$ cat config.mk
export PLATFORM = sky130hd
export DESIGN_NAME = uart_tx_arbiter_flat
export DESIGN_NICKNAME = d
export VERILOG_FILES = /design/src/rtl/uart_tx_arbiter_if.sv /design/src/rtl/uart_tx_arbiter.sv /design/src/flat_wrapper.sv
export SDC_FILE = /design/constraint.sdc
export NUM_CORES = 1
export LEC_CHECK = 0
export ABC_AREA = 1
export CAP_MARGIN = 25
export CELL_PAD_IN_SITES_DETAIL_PLACEMENT = 0
export CELL_PAD_IN_SITES_GLOBAL_PLACEMENT = 1
export CORE_MARGIN = 4
export CORE_UTILIZATION = 35
export DETAILED_ROUTE_END_ITERATION = 10
export GPL_TIMING_DRIVEN = 1
export PLACE_DENSITY = 0.83
export SLEW_MARGIN = 20
export SYNTH_ARGS = -nofsm -noshare
export SYNTH_HDL_FRONTEND = slang
export SYNTH_SLANG_ARGS = --single-unit
$ cat constraint.sdc
create_clock -name clk -period 4.33 [get_ports clk]
set_clock_uncertainty 0.15 [all_clocks]
set_input_delay 1.0825 -clock clk [delete_from_list [all_inputs] [get_ports clk]]
set_output_delay 1.0825 -clock clk [all_outputs]
set_load 0.01 [all_outputs]
$ cat src/rtl/uart_tx_arbiter_if.sv
`default_nettype none
// +----------------------------------------------------------------------------+
// | Module      : uart_tx_arbiter_if                                           |
// | Description : Requester and transmitter handshake bundle for the arbiter.  |
// | Revision    : 1.0                                                          |
// +----------------------------------------------------------------------------+
interface uart_tx_arbiter_if #(
    parameter int NUM_REQ = 4,
    parameter int ID_W    = $clog2(NUM_REQ)
);
    logic [NUM_REQ-1:0]   req_valid;
    logic [8*NUM_REQ-1:0] req_data;
    logic [NUM_REQ-1:0]   req_ready;
    logic [7:0]           data_in;
    logic                 send;
    logic                 tx_busy;
    logic [ID_W-1:0]      grant_id;
    logic                 arb_busy;
    logic                 timeout_err;

    modport master (
        input  req_valid, req_data, tx_busy,
        output req_ready, data_in, send, grant_id, arb_busy, timeout_err
    );

    modport slave (
        output req_valid, req_data, tx_busy,
        input  req_ready, data_in, send, grant_id, arb_busy, timeout_err
    );
endinterface
`default_nettype wire

$ cat src/rtl/uart_tx_arbiter.sv
`default_nettype none
// +----------------------------------------------------------------------------+
// | Module      : uart_tx_arbiter                                              |
// | Description : Round-robin arbiter sharing one UART transmitter among up to  |
// |               eight byte requesters. Optional watchdog: UART_ARB_TIMEOUT_EN|
// | Revision    : 1.0                                                          |
// +----------------------------------------------------------------------------+
module uart_tx_arbiter #(
    parameter int NUM_REQ        = 4,
    parameter int ID_W           = $clog2(NUM_REQ),
    parameter int TIMEOUT_CYCLES = 16
) (
    input  logic              clk,
    input  logic              reset,
    uart_tx_arbiter_if.master bus
);

    typedef enum logic [1:0] {
        IDLE      = 2'd0,
        LAUNCH    = 2'd1,
        WAIT_BUSY = 2'd2,
        WAIT_DONE = 2'd3
    } state_t;

    generate
        if (NUM_REQ < 2 || NUM_REQ > 8 || TIMEOUT_CYCLES < 1) begin : g_bad_params
            $error("uart_tx_arbiter: illegal parameter values");
        end
    endgenerate

    state_t               r_state;
    logic                 r_send;
    logic [NUM_REQ-1:0]   r_ready;
    logic [7:0]           r_data;
    logic [ID_W-1:0]      r_grant;
    logic [ID_W-1:0]      r_last;
    logic                 r_busy;

    logic [7:0]           w_bytes [NUM_REQ];
    logic [ID_W-1:0]      w_idx;
    logic [ID_W-1:0]      w_winner;
    logic [7:0]           w_byte;
    logic                 w_found;

    genvar gi;
    generate
        for (gi = 0; gi < NUM_REQ; gi++) begin : g_bytes
            assign w_bytes[gi] = bus.req_data[8*gi +: 8];
        end
    endgenerate

    // Search downward from last+NUM_REQ so the closest index after last is the final hit.
    always_comb begin
        w_found  = 1'b0;
        w_winner = '0;
        w_byte   = 8'h00;
        w_idx    = '0;
        for (int k = NUM_REQ; k >= 1; k--) begin
            w_idx = ID_W'((int'(r_last) + k) % NUM_REQ);
            if (bus.req_valid[w_idx]) begin
                w_found  = 1'b1;
                w_winner = w_idx;
                w_byte   = w_bytes[w_idx];
            end
        end
    end

`ifdef UART_ARB_TIMEOUT_EN
    localparam int CNT_W = $clog2(TIMEOUT_CYCLES + 1);
    logic [CNT_W-1:0] r_cnt;
    logic             r_terr;
`endif

    always_ff @(posedge clk or negedge reset) begin
        if (!reset) begin
            r_state <= IDLE;
            r_send  <= 1'b0;
            r_ready <= '0;
            r_data  <= 8'h00;
            r_grant <= '0;
            r_last  <= ID_W'(NUM_REQ - 1);
            r_busy  <= 1'b0;
`ifdef UART_ARB_TIMEOUT_EN
            r_cnt   <= '0;
            r_terr  <= 1'b0;
`endif
        end else begin
            r_send  <= 1'b0;
            r_ready <= '0;
`ifdef UART_ARB_TIMEOUT_EN
            r_terr  <= 1'b0;
`endif
            case (r_state)
                IDLE: begin
                    if (!bus.tx_busy && w_found) begin
                        r_data  <= w_byte;
                        r_grant <= w_winner;
                        r_last  <= w_winner;
                        r_send  <= 1'b1;
                        r_ready <= NUM_REQ'(1) << w_winner;
                        r_busy  <= 1'b1;
                        r_state <= LAUNCH;
                    end
                end
                LAUNCH: begin
                    r_state <= WAIT_BUSY;
                end
                WAIT_BUSY: begin
                    if (bus.tx_busy) begin
                        r_state <= WAIT_DONE;
`ifdef UART_ARB_TIMEOUT_EN
                        r_cnt   <= '0;
                    end else if (r_cnt == CNT_W'(TIMEOUT_CYCLES - 1)) begin
                        r_state <= IDLE;
                        r_busy  <= 1'b0;
                        r_terr  <= 1'b1;
                        r_cnt   <= '0;
                    end else begin
                        r_cnt   <= r_cnt + CNT_W'(1);
`endif
                    end
                end
                WAIT_DONE: begin
                    if (!bus.tx_busy) begin
                        r_state <= IDLE;
                        r_busy  <= 1'b0;
                    end
                end
                default: begin
                    r_state <= IDLE;
                    r_busy  <= 1'b0;
                end
            endcase
        end
    end

    assign bus.send      = r_send;
    assign bus.req_ready = r_ready;
    assign bus.data_in   = r_data;
    assign bus.grant_id  = r_grant;
    assign bus.arb_busy  = r_busy;
`ifdef UART_ARB_TIMEOUT_EN
    assign bus.timeout_err = r_terr;
`else
    assign bus.timeout_err = 1'b0;
`endif

endmodule
`default_nettype wire
$ cat src/flat_wrapper.sv
// flat-port wrapper written by rule: the top's interface ports become plain ports
module uart_tx_arbiter_flat 
#(
    parameter int NUM_REQ        = 4,
    parameter int ID_W           = $clog2(NUM_REQ),
    parameter int TIMEOUT_CYCLES = 16
)
  (clk, reset, bus_req_valid, bus_req_data, bus_tx_busy, bus_req_ready, bus_data_in, bus_send, bus_grant_id, bus_arb_busy, bus_timeout_err);
  uart_tx_arbiter_if #(.NUM_REQ(NUM_REQ), .ID_W(ID_W)) bus_i ();
  input  logic clk;
  input  logic reset;
  input wire logic [$bits(bus_i.req_valid)-1:0] bus_req_valid;
  input wire logic [$bits(bus_i.req_data)-1:0] bus_req_data;
  input wire logic [$bits(bus_i.tx_busy)-1:0] bus_tx_busy;
  output wire logic [$bits(bus_i.req_ready)-1:0] bus_req_ready;
  output wire logic [$bits(bus_i.data_in)-1:0] bus_data_in;
  output wire logic [$bits(bus_i.send)-1:0] bus_send;
  output wire logic [$bits(bus_i.grant_id)-1:0] bus_grant_id;
  output wire logic [$bits(bus_i.arb_busy)-1:0] bus_arb_busy;
  output wire logic [$bits(bus_i.timeout_err)-1:0] bus_timeout_err;
  assign bus_i.req_valid = bus_req_valid;
  assign bus_i.req_data = bus_req_data;
  assign bus_i.tx_busy = bus_tx_busy;
  assign bus_req_ready = bus_i.req_ready;
  assign bus_data_in = bus_i.data_in;
  assign bus_send = bus_i.send;
  assign bus_grant_id = bus_i.grant_id;
  assign bus_arb_busy = bus_i.arb_busy;
  assign bus_timeout_err = bus_i.timeout_err;
  uart_tx_arbiter #(.NUM_REQ(NUM_REQ), .ID_W(ID_W), .TIMEOUT_CYCLES(TIMEOUT_CYCLES)) u_core (.clk(clk), .reset(reset), .bus(bus_i));
endmodule
# Yosys cells after proc, flatten, opt, wreduce, memory -nomap -nowiden
# Cells that the tools add are included.
# classes
addsub	4
n_lt_le_gt_ge	8
eq_ne	6
shifts	1
n_mux	43
n_bitwise	4
reduce_logical	7
# ops
operator	count
two-way mux 8 bit	12
binary-select mux 8 bit (select 2 bit)	4
two-way mux 2 bit	7
>= comparator 3 bit (second input constant)	4
< comparator 2 x 3 -> 1 bit (second input constant)	4
two-way mux 1 bit	12
inverter 2 -> 3 bit	4
binary-select mux 1 bit (select 2 bit)	4
two-way mux 4 bit	2
case mux 2 bit (4 select lines)	1
AND reduction 3 bit	2
adder 2 x 1 -> 2 bit (second input constant)	2
adder 2 bit (second input constant)	2
== test 2 bit (second input constant)	2
!= test 2 bit (second input constant)	2
left shift 1 x 2 -> 4 bit (first input constant)	1
== test 2 x 1 -> 1 bit (second input constant)	1
zero test 2 bit	1
!= test 2 x 1 -> 1 bit (second input constant)	1
case mux 1 bit (2 select lines)	1
AND reduction 2 bit	1
nonzero test 2 bit	1
logical AND 1 bit	1
zero test 1 bit	1
# totals
register_bits	20
inputBits	39
out_inout_bits	17
wordCells	80

# Logic depth before layout (Yosys ltp)
# Gate-level depths: netlist of run 1.
# logic_depth
word_depth	10
ltp_mapped	13
depth_no_buf	12

# Worst setup path after synthesis of run 1
# No wires, ideal clock.
# synth_timing
path_type	input-to-reg
from	in bus_req_valid[1]
to	reg u_core.r_ready[0] (netlist: u_core.bus.req_ready[0])
setup_ps	119
arrival_ps	1939
t_required_ps	4061
setup_slack_ps	2121
stages	11
n_path_buf	0
cell_sequence	inv_1 nand2_1 nand3_1 nand2_2 clkinv_1 nand2_1 nand2_1 nand2_1 inv_1 nand2_1 nor2_1
# synth_between
elab_chain_cells	9
word_cells_on_any_way	20
classes_between	shift: 1; mux: 18; reduce/logical: 1
# synth_lines
element	line_no	source
start: declaration	flat_wrapper.sv:12	input wire logic [$bits(bus_i.req_valid)-1:0] bus_req_valid;
binary-select mux 1 bit (select 2 bit)	uart_tx_arbiter.sv:60	if (bus.req_valid[w_idx]) begin
two-way mux 1 bit (implied by the code)	uart_tx_arbiter.sv:60	
two-way mux 2 bit or two-way mux 1 bit (tied branches) (4 in a row)	uart_tx_arbiter.sv:60	
left shift 1 x 2 -> 4 bit or logical AND 1 bit (tied branches)	uart_tx_arbiter.sv:100, uart_tx_arbiter.sv:95	
two-way mux 4 bit (*)	uart_tx_arbiter.sv:95	if (!bus.tx_busy && w_found) begin
two-way mux 4 bit (*)	uart_tx_arbiter.sv:93	case (r_state)
end signal: assignment	uart_tx_arbiter.sv:100	r_ready <= NUM_REQ'(1) << w_winner;
end: declaration	uart_tx_arbiter.sv:33	logic [NUM_REQ-1:0] r_ready;
# Mark *: on every way between the ends. The rest lies on a longest branch, timed or not. The select of a mux whose other input is x is not followed.
# A chain may end at the register's enable or synchronous reset.

# Final worst setup path of run 1
# layout_timing
from	reg u_core.r_last[1]
to	reg u_core.r_ready[3] (netlist: u_core.bus.req_ready[3])
# layout_between
elab_chain_cells	10
word_cells_on_any_way	24
classes_between	add/sub: 4; shift: 1; mux: 18; reduce/logical: 1
# layout_lines
element	line_no	source
start: declaration	uart_tx_arbiter.sv:36	logic [ID_W-1:0] r_last;
start signal: assignment	uart_tx_arbiter.sv:81	r_last <= ID_W'(NUM_REQ - 1);
start signal: assignment	uart_tx_arbiter.sv:98	r_last <= w_winner;
adder 2 x 1 -> 2 bit	uart_tx_arbiter.sv:59	w_idx = ID_W'((int'(r_last) + k) % NUM_REQ);
binary-select mux 1 bit (select 2 bit)	uart_tx_arbiter.sv:60	
two-way mux 1 bit (implied by the code)	uart_tx_arbiter.sv:60	
two-way mux 2 bit or two-way mux 1 bit (tied branches) (4 in a row)	uart_tx_arbiter.sv:60	
left shift 1 x 2 -> 4 bit or logical AND 1 bit (tied branches)	uart_tx_arbiter.sv:100, uart_tx_arbiter.sv:95	
two-way mux 4 bit (*)	uart_tx_arbiter.sv:95	
two-way mux 4 bit (*)	uart_tx_arbiter.sv:93	
# Marks and branches as above.

==> insert_results.sql, run 1 <==
INSERT INTO impl_metrics (metric_group, metric, value, unit) VALUES
('sta', 'timing.final.crit_period', '3.021', 'ns'),
('floorplanning', 'die_width', '86.76', 'microns'),
('critical_path', 'criticalPathCategory', 'register to register', ''),
('clock_tree', 'h-tree-depth', '1', ''),
('clock_tree', 'clock_sink_count', '20', ''),
('detailed_routing', 'dr_total_vias', '2385', ''),
('synthesis', 'synthesis.area', '2171', 'sq um'),
('run_status', 'outcome', 'complete, no violations', ''),
('synthesis', 'yosys_most_used_dff', 'sky130_fd_sc_hd__dfrtp_1', ''),
('clock_tree', 'clockBufferDepth', '2', ''),
('critical_path', 'worst-r2r-cell-count', '10', ''),
('detailed_routing', 'drtIter0Drc', '76', ''),
('final_layout', 'antenna_diode_count', '0', ''),
('critical_path', 'critical_path.cell_chain', 'inv_1 > nand2_1 > nand2_1 > nand2_1 > nand2_2 > inv_1 > nand3_1 > nand2_1 > inv_1 > nor2_1', ''),
('placed_design', 'dpl_worst_slack', '1.337', 'ns'),
('synthesis', 'ys_types', '28', ''),
('sta', 'post-route-period-util', '69.77', '%'),
('critical_path', 'cp_slowest_stage_delay', '0.76', 'ns'),
('power', 'peakVddDrop', '321.7', 'uV'),
('sta', 'hold_viol_final', '0', ''),
('global_route', 'grt_first_pass_wirelength', '10490', 'microns'),
('power', 'p_sw_share', '54.29', '%'),
('critical_path', 'worst_setup_path_end_kind', 'register', ''),
('synthesis', 'async_flop_share', '100.0', '%'),
('critical_path', 'critical_register_to_register_path_startpoint', 'u_core.r_last[1]$_DFFE_PN1P_', ''),
('floorplanning', 'rows', '28', ''),
('worst_hold_path', 'hold_path.class', 'register to register', ''),
('synthesis', 'post_synth_main_area_contributors', 'sky130_fd_sc_hd__nand2_1 (34%), sky130_fd_sc_hd__dfrtp_1 (21%), sky130_fd_sc_hd__o21ai_0 (8.1%), sky130_fd_sc_hd__nand3_1 (7.4%), sky130_fd_sc_hd__inv_1 (4.7%)', ''),
('synthesis', 'netlist_instances', '394', ''),
('worst_hold_path', 'holdPathStages', '2', ''),
('clock_tree', 'cts-resized-gates', '0', ''),
('critical_path', 'critPathRequiredTime', '4.36', 'ns'),
('placed_design', 'placement.cell_area', '2700', 'sq um'),
('critical_path', 'reg2reg_setup_slack', '1.31', 'ns'),
('detailed_routing', 'remaining_drc_errors', '0', ''),
('synthesis', 'synth.yosys.seq_area_share', '23.17', '%'),
('critical_path', 'crit_path_start', 'u_core.r_last[1]$_DFFE_PN1P_', ''),
('synthesis', 'synth.largest_area_cell', 'sky130_fd_sc_hd__nand2_1', ''),
('critical_path', 'cp.buffers_inverters', '3', ''),
('power', 'sw_pwr', '1.064', 'mW'),
('detailed_routing', 'via_per_inst', '4.667', ''),
('placed_design', 'placed_cells', '506', ''),
('placed_design', 'detailed_place_hpwl', '4570', 'microns'),
('sta', 'timing.setup.tns', '0', 'ns'),
('sta', 'worst_slew_pin_slew', '0.6396', 'ns'),
('global_route', 'pin_count_of_the_biggest_net_entering_global_routing', '43', ''),
('power', 'power_per_cell_area', '708.3', 'nW/um^2'),
('synthesis', 'number_of_register_bits_inferred_by_synthesis', '20', ''),
('clock_tree', 'clk_transition_reported_paths', '0.07', 'ns'),
('sta', 'finalMaxSlewViolations', '0', ''),
('detailed_routing', 'antenna_left', '0', ''),
('synthesis', 'number_of_warnings_printed_during_yosys_synthesis', '0', ''),
('critical_path', 'critPathArrivalTime', '3.06', 'ns'),
('sta', 'hold_slack', '0.3271', 'ns'),
('critical_path', 'path_max_fanout', '22', ''),
('sta', 'achievable-frequency', '331.0', 'MHz'),
('global_route', 'global_route.usage.total', '16.80', '%'),
('detailed_routing', 'wl_per_cell', '11.37', 'microns'),
('sta', 'postLayoutSetupSlackWorst', '1.309', 'ns'),
('detailed_routing', 'routed_wirelength', '5809', 'microns'),
('synthesis', 'post-synth-top-area-fraction', '34.41', '%'),
('sta', 'final_setup_fails', '0', ''),
('floorplanning', 'io-pin-count', '56', ''),
('floorplanning', 'total_die_area', '7526', 'sq um'),
('critical_path', 'critical_path.most_common_cell', 'sky130_fd_sc_hd__nand2_1', ''),
('power', 'p_total', '1.959', 'mW'),
('global_route', 'first_global_vias', '2345', ''),
('clock_tree', 'cts_hold_repair.buffers', '0', ''),
('final_layout', 'final-instance-count-excl-fill', '511', ''),
('final_layout', 'syn2layout_area_growth', '27.44', '%'),
('floorplanning', 'start_util', '36.45', '%');
[state kept, by name, indices dropped and copies added, names as in the netlist]
| signal | flops |
|---|---|
| u_core.bus.data_in | 8 |
| u_core.bus.req_ready | 4 |
| u_core.bus.grant_id | 2 |
| u_core.r_last | 2 |
| u_core.r_state | 2 |
| u_core.bus.arb_busy | 1 |
| u_core.bus.send | 1 |
[cell type report]
type | count | area, sq um
fillers | 681 | 3189
multi-input cells | 326 | 1438
clock buffers | 4 | 55.05
flip-flops and latches | 20 | 503.0
well taps | 75 | 93.84
inverters | 30 | 117.6
repair buffers | 56 | 559.3
[worst register-to-register path, delay by kind of cell (launching register included)]
| kind | cells | cell delay, ns |
|---|---|---|
| flops | 1 | 0.76 |
| simple gates | 7 | 1.28 |
| buf+inv | 3 | 0.76 |
[worst max-delay path by stage]
stage	end	slack, ns	cells past startpoint
detailed placement	u_core.bus.req_ready[3]$_DFF_PN0_	1.34	11
CTS	u_core.bus.grant_id[0]$_DFFE_PN0P_	1.33	11
floorplan	u_core.bus.req_ready[0]$_DFF_PN0_	2.12	11
global route	u_core.bus.req_ready[2]$_DFF_PN0_	0.92	12
global placement	u_core.bus.grant_id[1]$_DFFE_PN0P_	1.38	11
finish	u_core.bus.req_ready[3]$_DFF_PN0_	1.31	10
[cell families (layout without fill, tap and decap cells)]
kind of cell / after synthesis / count (layout) / synth area share (%)
AND/OR/NAND/NOR: 280 / 280 / 54.29
flip-flops: 20 / 20 / 23.17
AO/OA/AOI/OAI: 41 / 41 / 9.452
adder cells (fa/ha/maj): 4 / 4 / 2.306
other: 1 / 1 / 0.1727
buffers and inverters: 48 / 90 / 10.60
[layout by cell type, fill, tap and decap left out, types with 2 or more instances in the layout]
cell                              count
sky130_fd_sc_hd__a21oi_1              3
sky130_fd_sc_hd__and2_0               3
sky130_fd_sc_hd__and2_1               5
sky130_fd_sc_hd__clkbuf_8             4
sky130_fd_sc_hd__clkdlybuf4s50_1     54
sky130_fd_sc_hd__dfrtp_1             18
sky130_fd_sc_hd__dfstp_2              2
sky130_fd_sc_hd__ha_1                 4
sky130_fd_sc_hd__inv_1               27
sky130_fd_sc_hd__nand2_1            199
sky130_fd_sc_hd__nand2_2              8
sky130_fd_sc_hd__nand3_1             32
sky130_fd_sc_hd__nor2_1              22
sky130_fd_sc_hd__o21ai_0             35
sky130_fd_sc_hd__o21ai_1              3
sky130_fd_sc_hd__or2_2                6
[power groups by stage]
| stage | registers [mW] | clock network, mW | logic [mW] |
|---|---|---|---|
| after floorplan | 0.344 | 0 | 1.12 |
| after detailed placement | 0.347 | 0 | 1.49 |
| after global routing | 0.360 | 0.157 | 1.73 |
| after global placement | 0.347 | 0 | 1.48 |
| after CTS | 0.344 | 0.147 | 1.50 |
| final | 0.343 | 0.141 | 1.48 |
[routing by layer]
layer	share of wire [%]	up-vias	GRT usage, %
met1	45	1034	21.39
li1	-	1298	-
met2	50	41	29.97
met3	3.5	12	2.471
met5	0	-	0
met4	1.5	0	3.541
Power figures use the tool's default switching activity.
==> run 2: changes to the inputs <==
--- a/config.mk
+++ b/config.mk
@@ -10,10 +10,10 @@
 export CELL_PAD_IN_SITES_DETAIL_PLACEMENT = 0
 export CELL_PAD_IN_SITES_GLOBAL_PLACEMENT = 1
 export CORE_MARGIN = 4
-export CORE_UTILIZATION = 35
+export CORE_UTILIZATION = 29
 export DETAILED_ROUTE_END_ITERATION = 10
 export GPL_TIMING_DRIVEN = 1
-export PLACE_DENSITY = 0.83
+export PLACE_DENSITY = 0.73
 export SLEW_MARGIN = 20
 export SYNTH_ARGS = -nofsm -noshare
 export SYNTH_HDL_FRONTEND = slang
==> constraint.sdc (replaced) <==
create_clock -name clk -period 2.7 [get_ports clk]
set_clock_uncertainty 0.15 [all_clocks]
set_input_delay 0.675 -clock clk [delete_from_list [all_inputs] [get_ports clk]]
set_output_delay 0.675 -clock clk [all_outputs]
set_load 0.01 [all_outputs]
==> run 2 against run 1 <==
Effect of this change:
- power increased by 70%
- cell area grew 3.2%
- sequential share of layout area shrank 0.56 points
- hold slack barely moved
- final cell count increased by 5.9%
- setup slack worse by 1.1 ns
- sequential cell count stayed put
- critical path depth rose by 1
- non-clock buffer count up 6
- global-route usage decreased by 2.0 points
==> insert_results.sql, run 2 (synthesized netlist as in run 1, its figures left out) <==
INSERT INTO impl_metrics (metric_group, metric, value, unit) VALUES
('critical_path', 'path_max_fanout', '37', ''),
('clock_tree', 'clock_sink_count', '20', ''),
('global_route', 'global_route.usage.total', '14.81', '%'),
('clock_tree', 'clockBufferDepth', '2', ''),
('sta', 'achievable-frequency', '408.8', 'MHz'),
('clock_tree', 'cts-resized-gates', '0', ''),
('power', 'pwr-share-comb', '74.9', '%'),
('power', 'p_total', '3.338', 'mW'),
('placed_design', 'detailed_place_hpwl', '4904', 'microns'),
('global_route', 'first_global_vias', '2422', ''),
('floorplanning', 'coreArea', '7253', 'sq um'),
('critical_path', 'critPathRequiredTime', '2.71', 'ns'),
('power', 'power.clock.fraction', '8.9', '%'),
('detailed_routing', 'antenna_left', '0', ''),
('sta', 'timing.max_slew.rel_slack', '58.53', '%'),
('sta', 'final_setup_fails', '0', ''),
('clock_tree', 'post_cts_setup_driven_buffer_insertion_count', '0', ''),
('sta', 'post-route-period-util', '90.60', '%'),
('power', 'power.leakage', '1.487', 'nW'),
('detailed_routing', 'routed_wirelength', '6242', 'microns'),
('sta', 'timing.final.crit_period', '2.446', 'ns'),
('placed_design', 'dpl_worst_slack', '0.1890', 'ns'),
('critical_path', 'worst_setup_path_end_kind', 'register', ''),
('final_layout', 'layout.cell_area.non_filler', '2854', 'sq um'),
('power', 'power_per_cell_area', '1170', 'nW/um^2'),
('detailed_routing', 'via_per_inst', '4.521', ''),
('clock_tree', 'insertion_delay_to_the_later_sink_of_the_worst_skew_pair', '0.26', 'ns'),
('final_layout', 'number_of_flip_flops_in_the_largest_register', '8', ''),
('power', 'sw_pwr', '1.766', 'mW'),
('detailed_routing', 'dr_total_vias', '2446', ''),
('final_layout', 'final_layout_size_suffix_gt1_share', '7.692', '%'),
('sta', 'timing.setup.tns', '0', 'ns'),
('power', 'peakVddDrop', '479.0', 'uV'),
('sta', 'worst_slew_pin_slew', '0.6211', 'ns'),
('global_route', 'pin_count_of_the_biggest_net_entering_global_routing', '38', ''),
('clock_tree', 'clk_transition_reported_paths', '0.07', 'ns'),
('critical_path', 'critical_path_start_type', 'register', ''),
('detailed_routing', 'drtIter0Drc', '83', ''),
('power', 'p_sw_share', '52.90', '%'),
('final_layout', 'final_core_utilization', '39.35', '%'),
('worst_hold_path', 'hold_path.class', 'register to register', ''),
('placed_design', 'placement.cell_area', '2783', 'sq um'),
('sta', 'finalMaxSlewViolations', '0', ''),
('clock_tree', 'h-tree-depth', '1', ''),
('floorplanning', 'io-pin-count', '56', ''),
('job', 'drv_cap', '0', ''),
('critical_path', 'criticalPathCategory', 'register to register', ''),
('final_layout', 'mostFrequentLayoutCell', 'sky130_fd_sc_hd__nand2_1', ''),
('clock_tree', 'cts_inserted_buffers', '3', ''),
('critical_path', 'critPathArrivalTime', '2.45', 'ns'),
('final_layout', 'nNetsFinal', '486', ''),
('placed_design', 'gp_routability_congestion', '0.8667', ''),
('clock_tree', 'tritoncts_clock_tree', 'yes', ''),
('global_route', 'grt_first_pass_wirelength', '10610', 'microns'),
('sta', 'grt_setup_unrepaired', 'no', ''),
('floorplanning', 'rows', '31', ''),
('final_layout', 'final_cell_mix', 'sky130_fd_sc_hd__nand2_1 (199), sky130_fd_sc_hd__clkdlybuf4s50_1 (54), sky130_fd_sc_hd__o21ai_0 (35), sky130_fd_sc_hd__nand3_1 (32), sky130_fd_sc_hd__inv_1 (27)', ''),
('detailed_routing', 'remaining_drc_errors', '0', ''),
('sta', 'postLayoutSetupSlackWorst', '0.2539', 'ns'),
('floorplanning', 'die_h', '94.52', 'microns'),
('critical_path', 'reg2reg_setup_slack', '0.25', 'ns'),
('placed_design', 'io_buffer_count', '54', ''),
('power', 'power.internal', '1.573', 'mW'),
('final_layout', 'syn2layout_area_growth', '31.47', '%'),
('detailed_routing', 'first_pass_iters', '4', ''),
('floorplanning', 'total_die_area', '8934', 'sq um'),
('global_route', 'number_of_antenna_violations_at_the_first_check_in_global_routing', '0', ''),
('power', 'seqPwrFrac', '16.2', '%'),
('clock_tree', 'cts_root_buf', 'sky130_fd_sc_hd__clkbuf_8', ''),
('detailed_routing', 'wl_per_cell', '11.54', 'microns'),
('run_status', 'outcome', 'complete, no violations', ''),
('floorplanning', 'start_util', '29.93', '%'),
('clock_tree', 'cts_hold_repair.buffers', '0', ''),
('floorplanning', 'die_width', '94.52', 'microns'),
('global_route', 'globalRoute.totalOverflow', '0', ''),
('final_layout', 'antenna_diode_count', '0', ''),
('sta', 'hold_viol_final', '0', '');
[run 2: changes by cell type in the layout (fill, tap and decap cells not counted)]
| cell | change |
|---|---|
| sky130_fd_sc_hd__bufinv_16 | +1 |
| sky130_fd_sc_hd__clkbuf_8 | -1 |
| sky130_fd_sc_hd__buf_4 | +7 |
| sky130_fd_sc_hd__buf_6 | -1 |
[run 2: area by class of cell]
type                            instances  area [sq um]
Fill cell                             838          4399
Multi-Input combinational cell        326          1438
Timing Repair Buffer                   62         600.6
Tap cell                               99         123.9
Clock buffer                            3         41.29
Sequential cell                        20         503.0
Clock inverter                          1         30.03
Inverter                               30         117.6
[run 2: worst paths after layout]
| path | start | end | cells after the start |
|---|---|---|---|
| setup / recovery | u_core.r_last[0]$_DFFE_PN1P_ | u_core.bus.req_ready[1]$_DFF_PN0_ | 11 |
| hold / removal | u_core.bus.arb_busy$_DFFE_PN0P_ | u_core.bus.arb_busy$_DFFE_PN0P_ | 2 |
| setup reg to reg | u_core.r_last[0]$_DFFE_PN1P_ | u_core.bus.req_ready[1]$_DFF_PN0_ | 11 |
| hold reg to reg | u_core.bus.arb_busy$_DFFE_PN0P_ | u_core.bus.arb_busy$_DFFE_PN0P_ | 2 |
| max in group asynchronous | reset | u_core.r_last[1]$_DFFE_PN1P_ | 2 |
| min in group asynchronous | reset | u_core.bus.req_ready[0]$_DFF_PN0_ | 2 |
[run 2: layer usage]
metal  vias up  part of all wire (%)  global-route usage (%)
met5         -                     0                       0
met3         5                   4.3                   2.390
li1       1315                     -                       -
met1      1088                    43                   16.72
met2        38                    52                   28.78
met4         0                  0.88                   3.365
[run 2: power groups by stage]
| stage | logic [mW] | clock network, mW | registers, mW |
|---|---|---|---|
| 2_1_floorplan | 1.80 | 0 | 0.552 |
| 3_3_place_gp | 2.50 | 0 | 0.550 |
| 3_5_place_dp | 2.52 | 0 | 0.543 |
| 4_1_cts | 2.54 | 0.306 | 0.540 |
| 5_1_grt | 2.91 | 0.322 | 0.556 |
| 6_report | 2.50 | 0.299 | 0.540 |
[run 2: metrics by stage]
step | std cells | hold slack [ns]
floorplan | 394 | 0.2294
global placement | 537 | 0.3165
detailed placement | 537 | 0.3140
CTS | 541 | 0.3313
global route | 541 | 0.3431
finish | 541 | 0.3271
[run 2: critical path, stage by stage, from the launching register on]
cell and delay (ns):
sky130_fd_sc_hd__dfstp_2 0.61, sky130_fd_sc_hd__inv_2 0.27, sky130_fd_sc_hd__nand2_1 0.21, sky130_fd_sc_hd__nand2_4 0.14, sky130_fd_sc_hd__nand2_2 0.14, sky130_fd_sc_hd__nand2_2 0.11
sky130_fd_sc_hd__nor2_2 0.14, sky130_fd_sc_hd__nand2_2 0.09, sky130_fd_sc_hd__nand3_4 0.18, sky130_fd_sc_hd__clkinv_4 0.13, sky130_fd_sc_hd__nand2_2 0.10, sky130_fd_sc_hd__nor2_1 0.05
==> patch, RTL diff (flow settings as in run 1) <==
Build with the macro `UART_ARB_TIMEOUT_EN` defined.
--- a/src/rtl/uart_tx_arbiter.sv
+++ b/src/rtl/uart_tx_arbiter.sv
@@ -5,6 +5,8 @@
 // |               eight byte requesters. Optional watchdog: UART_ARB_TIMEOUT_EN|
 // | Revision    : 1.0                                                          |
 // +----------------------------------------------------------------------------+
+`define UART_ARB_TIMEOUT_EN
+
 module uart_tx_arbiter #(
     parameter int NUM_REQ        = 4,
     parameter int ID_W           = $clog2(NUM_REQ),
Behaviour: no difference found for any inputs over 10 cycles, from zero or initial values and one cycle with reset low; that may be too few to reach the edited logic, so the function may still have changed.
==> patch against run 1 <==
- worst setup slack improved by 210 ps
- area after synthesis increased by 2.4%
- sequential power increased by 22%
- design area increased by 3.4%
- sequential cell count increased by 6
- utilization increased by 1.0 points
- routed wire length decreased by 2.3%
- power increased by 1.5%
- sequential share of layout area increased by 4.6 points
- largest cell class unchanged
==> patch: results (changes against run 1) <==
Placed design
  • GP Congestion: 0.822 (-8.8%)
  • HPWL after DPL: 4500 µm (-1.5%)
  • Area after DPL: 2790 µm² (+3.3%)
  • Pre-CTS setup slack: 1220 ps (-113 ps)
  • Port Buffers: 55 (+1.9%)

GRT
  • Aggregate global-route resource usage: 15.5% (-1.3 points)
  • First-pass GRT wire length: 9770 µm (-6.8%)
  • Largest net degree at the start of global routing: 41 (-4.7%)
  • Vias in the first global route: 2299 (-2.0%)

Logic synthesis
  • Syn Nets: 412 (-5.7%)
  • Synthesized flop and latch total: 26 (+30%)
  • Synth cell types: 30 (+7.1%)
  • Cells after synthesis: 372 (-5.6%)
  • Sequential share of the synthesized area: 29.4% (+6.2 points)
  • Synth area leaders: dfrtp_1 (27%), nand2_1 (25%), o21ai_0 (13%)
  • Post-synth top cells: nand2_1 (147), o21ai_0 (59), inv_1 (30)

Timing
  • Worst Tran Pin Value: 545 ps (-94.8 ps)

Power
  • Pleak: 1.39 nW (-4.2%)
  • Clk. pwr: 0.195 mW (+38%)
  • Switching Fraction: 51.8% (-2.5 points)
  • Max rail drop VDD: 361 µV (+12%)
  • P_int: 0.958 mW (+7.0%)

Outcome
  • Status: finished clean

Routing
  • Via count: 2360 (-1.0%)
  • Iteration-0 DRC Markers: 74 (-2.6%)
  • Total wire length: 5680 µm (-2.3%)

Clocking
  • Clk slew on worst S/H paths: 90 ps (+20 ps)

Final layout
  • Non-clock buffer share of cell area: 19.8% (-0.45 points)
  • Final instance area: 2860 µm² (+3.4%)
  • #MultiIn Comb: 295 (-9.5%)
  • Non-clk invs: 35 (+17%)
  • Filler cells: 632 (-7.2%)
  • Post-route non-filler standard cell count: 492 (-3.7%)
  • Reg area: 653 µm² (+30%)
  • # nets final: 458 (-4.6%)
  • Bufs w/o clock: 57 (+1.8%)
  • Clock network area share: 2.49% (+0.50 points)

Critical path
  • CP max stage cell: clkdlybuf4s50_1
  • Critical path arrival: 2860 ps (-200 ps)
  • Max incr delay on CP: 480 ps (-280 ps)
  • Max Fanout on Critical Path: 17 (-23%)

Hold path
  • Hold crit path type: reg -> reg

Floorplanning
  • Die area: 7690 µm² (+2.1%)
## patch: changes by cell type after synthesis, sizes merged, moves of 4 or more
cell	delta
a211oi	+4
a21oi	+10
and2	-8
buf	-6
clkbuf	+4
dfrtp	+6
inv	+7
nand2	-52
nand3	-18
nor2	+9
o21ai	+26
or2	-5
## patch: layer usage
layer  global-route usage [%]  share of wire (%)
met1                     18.6                 45
met2                     30.3                 51
met3                     2.35                3.2
met4                    0.418               0.25
met5                        0                  0
## patch: kinds of logic (layout without fill, tap and decap cells)
group / count (synthesis) / after routing / synth area share (%)
simple gates: 208 / 208 / 38.9
compound gates: 84 / 84 / 20.2
buf+inv: 51 / 96 / 10.1
flops: 26 / 26 / 29.4
fa+ha+maj: 1 / 1 / 0.563
xor+xnor: 1 / 1 / 0.394
mux: 1 / 1 / 0.450
## patch: worst paths after layout
check                                                      from                                end  slack (ps)  cells past startpoint
min in group asynchronous                                 reset  u_core.bus.req_ready[1]$_DFF_PN0_        1030                      2
worst min-delay path            u_core.bus.arb_busy$_DFFE_PN0P_    u_core.bus.arb_busy$_DFFE_PN0P_         340                      2
worst max-delay path                           bus_req_valid[3]  u_core.bus.req_ready[3]$_DFF_PN0_        1520                     11
worst min register to register  u_core.bus.arb_busy$_DFFE_PN0P_    u_core.bus.arb_busy$_DFFE_PN0P_         340                      2
max in group asynchronous                                 reset       u_core.r_last[1]$_DFFE_PN1P_        2710                      2
worst max register to register     u_core.r_last[1]$_DFFE_PN1P_  u_core.bus.data_in[4]$_DFFE_PN0P_        1670                     11
## patch: worst min-delay path: cells and delay by family (launching register included)
kind	cells	cell delay [ps]
AND/OR/NAND/NOR	2	110
flip-flops	1	360
